`config.mk`:
```
export PLATFORM = sky130hd
export DESIGN_NAME = axi_lite_slave
export DESIGN_NICKNAME = d
export VERILOG_FILES = /design/src/rtl/axi_lite_slave.sv
export SDC_FILE = /design/constraint.sdc
export NUM_CORES = 1
export LEC_CHECK = 0
export ABC_CLOCK_PERIOD_IN_PS = 5650
export CORE_ASPECT_RATIO = 0.75
export CORE_MARGIN = 2
export CORE_UTILIZATION = 60
export DETAILED_ROUTE_END_ITERATION = 7
export GPL_ROUTABILITY_DRIVEN = 0
export PLACE_DENSITY = 0.87
export REMOVE_ABC_BUFFERS = 1
export SYNTH_ARGS = -nofsm -noshare
export SYNTH_HDL_FRONTEND = slang
export SYNTH_SLANG_ARGS = --single-unit
```
`constraint.sdc`:
```
create_clock -name ACLK -period 5.65 [get_ports ACLK]
set_input_delay 1.13 -clock ACLK [delete_from_list [all_inputs] [get_ports ACLK]]
set_output_delay 1.13 -clock ACLK [all_outputs]
set_load 0.05 [all_outputs]
```
`src/rtl/axi_lite_slave.sv`:
```
// AXI4-Lite register slave: NREGS x 32-bit registers with byte-strobed writes.
// Independent write (W_IDLE/W_RESP) and read (R_IDLE/R_DATA) state machines.
// Optional macro AXIL_SLAVE_DECERR_EN: out-of-range accesses answer DECERR
// instead of OKAY.
module axi_lite_slave #(
  parameter int unsigned NREGS     = 16,
  parameter logic [31:0] BASE_ADDR = 32'h0000_0000
) (
  input  logic        ACLK,
  input  logic        ARESETN,
  input  logic [31:0] AWADDR,
  input  logic [2:0]  AWPROT,
  input  logic        AWVALID,
  output logic        AWREADY,
  input  logic [31:0] WDATA,
  input  logic [3:0]  WSTRB,
  input  logic        WVALID,
  output logic        WREADY,
  output logic [1:0]  BRESP,
  output logic        BVALID,
  input  logic        BREADY,
  input  logic [31:0] ARADDR,
  input  logic [2:0]  ARPROT,
  input  logic        ARVALID,
  output logic        ARREADY,
  output logic [31:0] RDATA,
  output logic [1:0]  RRESP,
  output logic        RVALID,
  input  logic        RREADY
);

  localparam int unsigned IDX_W = $clog2(NREGS);
  localparam int unsigned SPAN  = 4 * NREGS;

`ifdef AXIL_SLAVE_DECERR_EN
  localparam logic [1:0] OOR_RESP = 2'b11;
`else
  localparam logic [1:0] OOR_RESP = 2'b00;
`endif

  typedef enum logic {W_IDLE, W_RESP} w_state_e;
  typedef enum logic {R_IDLE, R_DATA} r_state_e;

  logic [31:0] regs_q [NREGS];

  w_state_e    w_state_q, w_state_d;
  logic        aw_lat_q, aw_lat_d, w_lat_q, w_lat_d;
  logic [31:0] aw_addr_q, aw_addr_d, w_data_q, w_data_d;
  logic [3:0]  w_strb_q, w_strb_d;
  logic        awready_q, awready_d, wready_q, wready_d;
  logic        bvalid_q, bvalid_d;
  logic [1:0]  bresp_q, bresp_d;

  r_state_e    r_state_q, r_state_d;
  logic        arready_q, arready_d, rvalid_q, rvalid_d;
  logic [31:0] rdata_q, rdata_d;
  logic [1:0]  rresp_q, rresp_d;

  logic             aw_hs_c, w_hs_c, ar_hs_c, wr_en_c;
  logic [31:0]      wr_addr_c, wr_data_c, wr_off_c, rd_off_c;
  logic [3:0]       wr_strb_c;
  logic             wr_hit_c, rd_hit_c;
  logic [IDX_W-1:0] wr_idx_c, rd_idx_c;
  logic             unused_prot_c;

  assign unused_prot_c = ^{AWPROT, ARPROT};

  // Commit operands come from the latch if that channel arrived earlier, else live.
  assign wr_addr_c = aw_lat_q ? aw_addr_q : AWADDR;
  assign wr_data_c = w_lat_q  ? w_data_q  : WDATA;
  assign wr_strb_c = w_lat_q  ? w_strb_q  : WSTRB;
  assign wr_off_c  = wr_addr_c - BASE_ADDR;
  assign wr_hit_c  = wr_off_c < 32'(SPAN);
  assign wr_idx_c  = wr_off_c[IDX_W+1:2];
  assign rd_off_c  = ARADDR - BASE_ADDR;
  assign rd_hit_c  = rd_off_c < 32'(SPAN);
  assign rd_idx_c  = rd_off_c[IDX_W+1:2];

  assign aw_hs_c = AWVALID & awready_q;
  assign w_hs_c  = WVALID & wready_q;
  assign ar_hs_c = ARVALID & arready_q;

  // Write FSM next state: pair AW and W in any order, then hold B until taken.
  always_comb begin
    w_state_d = w_state_q;
    aw_lat_d  = aw_lat_q;
    aw_addr_d = aw_addr_q;
    w_lat_d   = w_lat_q;
    w_data_d  = w_data_q;
    w_strb_d  = w_strb_q;
    bvalid_d  = bvalid_q;
    bresp_d   = bresp_q;
    wr_en_c   = 1'b0;
    case (w_state_q)
      W_IDLE: begin
        if (aw_hs_c) begin
          aw_lat_d  = 1'b1;
          aw_addr_d = AWADDR;
        end
        if (w_hs_c) begin
          w_lat_d  = 1'b1;
          w_data_d = WDATA;
          w_strb_d = WSTRB;
        end
        if ((aw_hs_c || aw_lat_q) && (w_hs_c || w_lat_q)) begin
          wr_en_c   = 1'b1;
          aw_lat_d  = 1'b0;
          w_lat_d   = 1'b0;
          w_state_d = W_RESP;
          bvalid_d  = 1'b1;
          bresp_d   = wr_hit_c ? 2'b00 : OOR_RESP;
        end
      end
      W_RESP: begin
        if (BREADY) begin
          w_state_d = W_IDLE;
          bvalid_d  = 1'b0;
        end
      end
      default: w_state_d = W_IDLE;
    endcase
    awready_d = (w_state_d == W_IDLE) && !aw_lat_d;
    wready_d  = (w_state_d == W_IDLE) && !w_lat_d;
  end

  // Read FSM next state: capture on the AR handshake, hold R until taken.
  always_comb begin
    r_state_d = r_state_q;
    rvalid_d  = rvalid_q;
    rdata_d   = rdata_q;
    rresp_d   = rresp_q;
    case (r_state_q)
      R_IDLE: begin
        if (ar_hs_c) begin
          r_state_d = R_DATA;
          rvalid_d  = 1'b1;
          rdata_d   = rd_hit_c ? regs_q[rd_idx_c] : 32'h0;
          rresp_d   = rd_hit_c ? 2'b00 : OOR_RESP;
        end
      end
      R_DATA: begin
        if (RREADY) begin
          r_state_d = R_IDLE;
          rvalid_d  = 1'b0;
        end
      end
      default: r_state_d = R_IDLE;
    endcase
    arready_d = (r_state_d == R_IDLE);
  end

  // State and output registers for both FSMs.
  always_ff @(posedge ACLK) begin
    if (!ARESETN) begin
      w_state_q <= W_IDLE;
      aw_lat_q  <= 1'b0;
      aw_addr_q <= 32'h0;
      w_lat_q   <= 1'b0;
      w_data_q  <= 32'h0;
      w_strb_q  <= 4'h0;
      awready_q <= 1'b0;
      wready_q  <= 1'b0;
      bvalid_q  <= 1'b0;
      bresp_q   <= 2'b00;
      r_state_q <= R_IDLE;
      arready_q <= 1'b0;
      rvalid_q  <= 1'b0;
      rdata_q   <= 32'h0;
      rresp_q   <= 2'b00;
    end else begin
      w_state_q <= w_state_d;
      aw_lat_q  <= aw_lat_d;
      aw_addr_q <= aw_addr_d;
      w_lat_q   <= w_lat_d;
      w_data_q  <= w_data_d;
      w_strb_q  <= w_strb_d;
      awready_q <= awready_d;
      wready_q  <= wready_d;
      bvalid_q  <= bvalid_d;
      bresp_q   <= bresp_d;
      r_state_q <= r_state_d;
      arready_q <= arready_d;
      rvalid_q  <= rvalid_d;
      rdata_q   <= rdata_d;
      rresp_q   <= rresp_d;
    end
  end

  // Register file: byte-lane writes on commit; reads elsewhere see the old value.
  always_ff @(posedge ACLK) begin
    if (!ARESETN) begin
      for (int r = 0; r < int'(NREGS); r++) regs_q[r] <= 32'h0;
    end else if (wr_en_c && wr_hit_c) begin
      for (int i = 0; i < 4; i++) begin
        if (wr_strb_c[i]) regs_q[wr_idx_c][8*i +: 8] <= wr_data_c[8*i +: 8];
      end
    end
  end

  assign AWREADY = awready_q;
  assign WREADY  = wready_q;
  assign BVALID  = bvalid_q;
  assign BRESP   = bresp_q;
  assign ARREADY = arready_q;
  assign RVALID  = rvalid_q;
  assign RDATA   = rdata_q;
  assign RRESP   = rresp_q;

endmodule

```
==> run metrics, run 1 <==
Hold Buf Count CTS 0; Worst Path Max Fanout 127; Fin Clk Skew 11.7 ps; Max Fclk 245 MHz; Final WS setup 1570 ps; WL/cell 28.3 um; number of synthesized flops with an enable pin 512; detailed-route via count 21836; cells after synthesis 2258; DRT antenna net count 0; top cell type's share of synthesized area 53.1%; Final Hold Viols 0; global-route wire length before repair 126000 um; sequential area share after synthesis 60.5%; routed length on met3 11900 um; final setup TNS 0 ps; Die ar. 0.0500 sq mm; initial antenna violation count 2; chip height 194 um; IO Port Bufs 139; area grow syn2layout 13.0%; H-tree levels 2; Static Leakage 10.1 nW; top cells by area, synth edfxtp_1, nor4_1, mux4_2; Syn Std Cell Area 0.0289 sq mm; Main synth FF type edfxtp_1; GR Util All Layers 32.8%; Synth warnings 0; CTS Buffer Depth 3; root buf cell clkbuf_16; status finished clean; grt total ovfl 0; clock-pin slew on the worst setup and hold paths 70 ps; Synth area leader edfxtp_1; # DRC 0; First-pass DRT Iterations 8; max-slew violations 0; detailed placement HPWL 46700 um; Async S/R FF share, synth 0%; met2 wire len 39600 um; via/cell ratio 7.42; Mapped Avg Cell Area 12.8 sq um; fin util 68.9%; Setup CP Type in2reg; Worst EP required 6000 ps; Die W 258 um; pwr/cell area 306 mW/mm^2; worst hold path type reg2reg; largest net degree at the start of global routing 176; max_cap viols 0; Inserted Clock Buffers 56; Slew @ Worst Pin 1270 ps; Cells after DPL 2838; Synth top cells by count nor4_1, edfxtp_1, nand2_1, clkbuf_1, mux4_2; Setup violations, final 0; Final #Nets 2370; Startpoint Class input pin; worst hold margin 463 ps; critical path arrival 4430 ps; Synth cell types 36; initial core utilization 60.9%; Layout Cells excl Fill 2944; Gates resized, CTS repair 0; pre-CTS setup slack 1120 ps; Final Critical Period 4080 ps; RSZ-0062 raised after global routing false; final period utilization 72.2%; DRT iter0 DRCs 3647; row cnt 69; highest routing layer actually used met4; CTS tree built; routed wire length 83200 um; setup bufs post-CTS 0; CP endpoint kind flip-flop; worst skew pair latency 590 ps; IO Count 154; vias in the first global route 21748; count leader, synth nor4_1; core footprint 0.0475 sq mm; Clock Sinks 619; #FFs+latches synth 619; Slew Limit Headroom 15.1%; Metal-1 WL 28100 um; worst vdd ir 0.234 mV; layout cells sized above 1 16.4%
[per-layer routing]
layer	vias to the layer above	global-route usage [%]
met2	1970	52.2
met5	-	0
met4	0	15.2
met1	10385	43.1
li1	9170	-
met3	311	7.66
[worst max-delay path: stages]
cell	delay [ps]
clkdlybuf4s50_1	500
a21oi_1	110
nor4b_1	680
o221ai_4	470
buf_4	400
buf_4	490
nor4_1	540
[power by group]
part | switching, W | leakage, nW | internal, W | total, W
Clock | 0.00168 | 0.896 | 0.00215 | 0.00383
Combinational | 0.000680 | 3.09 | 0.000338 | 0.00102
Sequential | 0.0000623 | 6.15 | 0.00507 | 0.00514
[kinds of logic after synthesis]
logic type / count (synthesis) / share of synthesized area [%]
compound gates: 252 / 6.70
mux: 164 / 11.4
simple gates: 928 / 17.4
buf+inv: 294 / 3.98
other cells: 1 / 0.0130
flops: 619 / 60.5
[per-stage QoR]
step	power [W]	area [sq um]
final	0.00999	32700
after global routing	0.0102	32700
after CTS	0.00995	32700
after detailed placement	0.00620	30900
after global placement	0.00615	30900
after floorplan	0.00574	27800
[sequential cells by signal (all words and copies together) (netlist names)]
| name | cells |
|---|---|
| w_data_q | 32 |
| RDATA | 32 |
| RVALID | 1 |
| w_strb_q | 4 |
| WREADY | 1 |
| ARREADY | 1 |
| BVALID | 1 |
| r_state_q | 1 |
| w_lat_q | 1 |
| aw_addr_q | 30 |
| AWREADY | 1 |
| w_state_q | 1 |
| aw_lat_q | 1 |
| regs_q | 512 |
[worst paths after layout]
path	startpoint	to	slack [ps]	depth (start not counted)
min reg2reg	w_data_q[8]	w_data_q[8]	460	2
max	AWVALID	regs_q[1][10]	1570	7
min	w_data_q[8]	w_data_q[8]	460	2
max reg2reg	aw_lat_q	regs_q[1][10]	1710	6
[layout by cell type, fill, tap and decap left out, types with 8 or more instances in the layout]
| cell type | n |
|---|---|
| nor4_1 | 524 |
| edfxtp_1 | 512 |
| nand2_1 | 271 |
| clkdlybuf4s50_1 | 136 |
| mux4_2 | 128 |
| dfxtp_1 | 106 |
| buf_4 | 89 |
| a22oi_1 | 80 |
| nand3_1 | 68 |
| a21boi_0 | 66 |
| o31ai_1 | 64 |
| clkbuf_16 | 58 |
| mux2_2 | 36 |
| a22o_1 | 32 |
| clkbuf_1 | 16 |
| clkbuf_8 | 11 |
| clkinv_2 | 10 |
| nand2_2 | 9 |
| nor3_1 | 8 |
[area by class of cell]
type / instances / area, sq um
sequential: 619 / 17500
fill: 3013 / 14800
multi-input combinational: 1348 / 10400
timing repair buffer: 232 / 2160
clock buffer: 84 / 1650
tap: 639 / 800
clock inverter: 20 / 183
antenna: 2 / 5.00
Note: power is estimated with default switching activity, not from simulation.
==> run 2, diff against run 1 <==
ABC_CLOCK_PERIOD_IN_PS = 3550   (was 5650)
CORE_UTILIZATION = 55   (was 60)
PLACE_DENSITY = 0.84   (was 0.87)
clock period = 3.55 ns   (was 5.65 ns; I/O delays follow)
==> run 2 against run 1 <==
Effect of this change: non-clock buffer count increased by 53; setup slack got worse by 1100 ps; design area increased by 1.5%; clock power increased by 56%; hold slack got worse by 1.9 ps; global-route usage decreased by 2.7 points; sequential power increased by 59%; via count increased by 0.29%; register-to-register slack got worse by 1200 ps; critical path type unchanged; largest power group unchanged.
==> run metrics, run 2 (synthesized netlist as in run 1, its figures left out) <==
detailed placement HPWL 49300 um (+5.6%); Startpoint Class input pin; Cell Chain, Critical Path clkdlybuf4s50_1 -> or4_1 -> nor4_1 -> buf_4 -> o221ai_4 -> buf_12 -> buf_12 -> nor4_1; status finished clean; largest net degree at the start of global routing 169 (-4.0%); WL/cell 27.0 um (-4.5%); Max Fclk 321 MHz; Final Hold Viols 0 (unchanged); chip height 203 um (+4.4%); max_cap viols 0 (unchanged); core footprint 0.0518 sq mm (+9.1%); area grow syn2layout 14.7%; via/cell ratio 7.15 (-3.5%); worst skew pair latency 600 ps (about the same); CP endpoint kind flip-flop; row cnt 72 (+4.3%); layout cells sized above 1 17.7% (+1.3 points); GR Util All Layers 30.1% (-2.7 points); First-pass DRT Iterations 8 (unchanged); setup bufs post-CTS 0 (unchanged); detailed-route via count 21900 (+0.29%); Clk pwr share 37.7% (-0.7 points); final setup TNS 0 ps (unchanged); fin util 64.1% (-4.8 points); crit path from AWADDR[24]; Reg2Reg Launch Point aw_lat_q; Static Leakage 10.4 nW (+2.7%); IO Port Bufs 139 (unchanged); Layout Cells excl Fill 3061 (+4.0%); Die W 269 um (+4.4%); Hold Buf Count CTS 0 (unchanged); H-tree levels 2 (unchanged); clock-pin slew on the worst setup and hold paths 70 ps (about the same); Clock Sinks 619 (unchanged); most common cell after layout, fill and taps aside nor4_1; worst vdd ir 0.321 mV (+37%); DRT iter0 DRCs 3699 (+1.4%); FF+latch area 0.0175 sq mm (unchanged); Worst EP required 3870 ps (-2130 ps); Worst Path Max Fanout 164 (+29%); IO Count 154 (unchanged); Multi-input gate area 0.0104 sq mm (-0.23%); Cells after DPL 2955 (+4.1%); worst hold margin 461 ps (-1.89 ps); most frequent cells in the layout nor4_1, edfxtp_1, nand2_1; CTS tree built; Layout fillers 3566 (+18%); Setup CP Type in2reg; Slew Limit Headroom 23.2% (+8.2 points); CTS Buffer Depth 3 (unchanged); worst hold path type reg2reg; initial antenna violation count 1 (-1); final period utilization 87.8%; Die ar. 0.0545 sq mm (+8.9%); slowest cell delay on critical path 560 ps (-120 ps); Top reg by flops regs_q; max reg flops 512 (unchanged); Reg power frac 51.7% (+0.3 points); min-delay src aw_addr_q[28]; root buf cell clkbuf_16; Fin Clk Skew 17.6 ps (+5.94 ps); Final Critical Period 3120 ps; Final #Nets 2423 (+2.2%); Design Power 0.0158 W (+58%); initial core utilization 55.9% (-5.1 points); # DRC 0 (unchanged); vias in the first global route 21750 (+0.0092%); Inserted Clock Buffers 56 (unchanged); routed wire length 82600 um (-0.69%); Gates resized, CTS repair 0 (unchanged); RSZ-0062 raised after global routing false; switching pwr 0.00384 W (+58%); global-route wire length before repair 125000 um (-0.30%); pwr/cell area 476 mW/mm^2 (+56%); grt total ovfl 0 (unchanged); sw frac 24.3% (about the same); Internal Pwr Total 0.0120 W (+58%); Logic pwr share 10.5% (+0.3 points); Setup violations, final 0 (unchanged); Slew @ Worst Pin 1150 ps (-121 ps); critical path arrival 3440 ps (-990 ps); antenna diode count 0 (-2); DRT antenna net count 0 (unchanged); slowest CP cell nor4_1; max-slew violations 0 (unchanged)
run 2: worst max-delay path, delay by kind of cell:
kind            cells  cell delay [ps]
simple gates        3             1350
buf+inv             4             1180
compound gates      1              140
run 2: worst paths after layout:
path,end,slack (ps),cells past startpoint
hold reg to reg,aw_addr_q[28],460,2
hold / removal,aw_addr_q[28],460,2
setup reg to reg,regs_q[7][8],510,6
setup / recovery,regs_q[7][8],430,8
run 2: layout make-up:
| class | count | share of cell area, % |
|---|---|---|
| repair buffers | 285 | 7.98 |
| clock buffers | 91 | 5.06 |
| clock inverters | 15 | 0.332 |
| multi-input cells | 1348 | 31.2 |
| well taps | 703 | 2.65 |
| flip-flops and latches | 619 | 52.8 |
run 2: metrics by stage:
stage / area, sq um / setup slack, ps
after global placement: 31400 / 154
after floorplan: 27800 / -22630
final: 33200 / 434
after global routing: 33200 / 200
after CTS: 33200 / 434
after detailed placement: 31400 / -14.7
run 2: power by group through the flow:
stage / registers [W] / clock network, W / logic, W
after global routing: 0.00819 / 0.00628 / 0.00174
after detailed placement: 0.00832 / 0 / 0.00161
after floorplan: 0.00834 / 0 / 0.000791
after CTS: 0.00817 / 0.00597 / 0.00163
final: 0.00817 / 0.00597 / 0.00167
after global placement: 0.00830 / 0 / 0.00157
run 2: metal layers:
| metal | vias up | track usage [%] | part of all wire (%) | routed length [um] |
|---|---|---|---|---|
| met2 | 1788 | 47.4 | 47 | 39100 |
| met1 | 10583 | 40.8 | 36 | 29500 |
| met4 | 0 | 11.0 | 3.5 | 2920 |
| met5 | - | 0 | 0 | 0 |
| li1 | 9297 | - | - | - |
| met3 | 232 | 7.54 | 13 | 11100 |
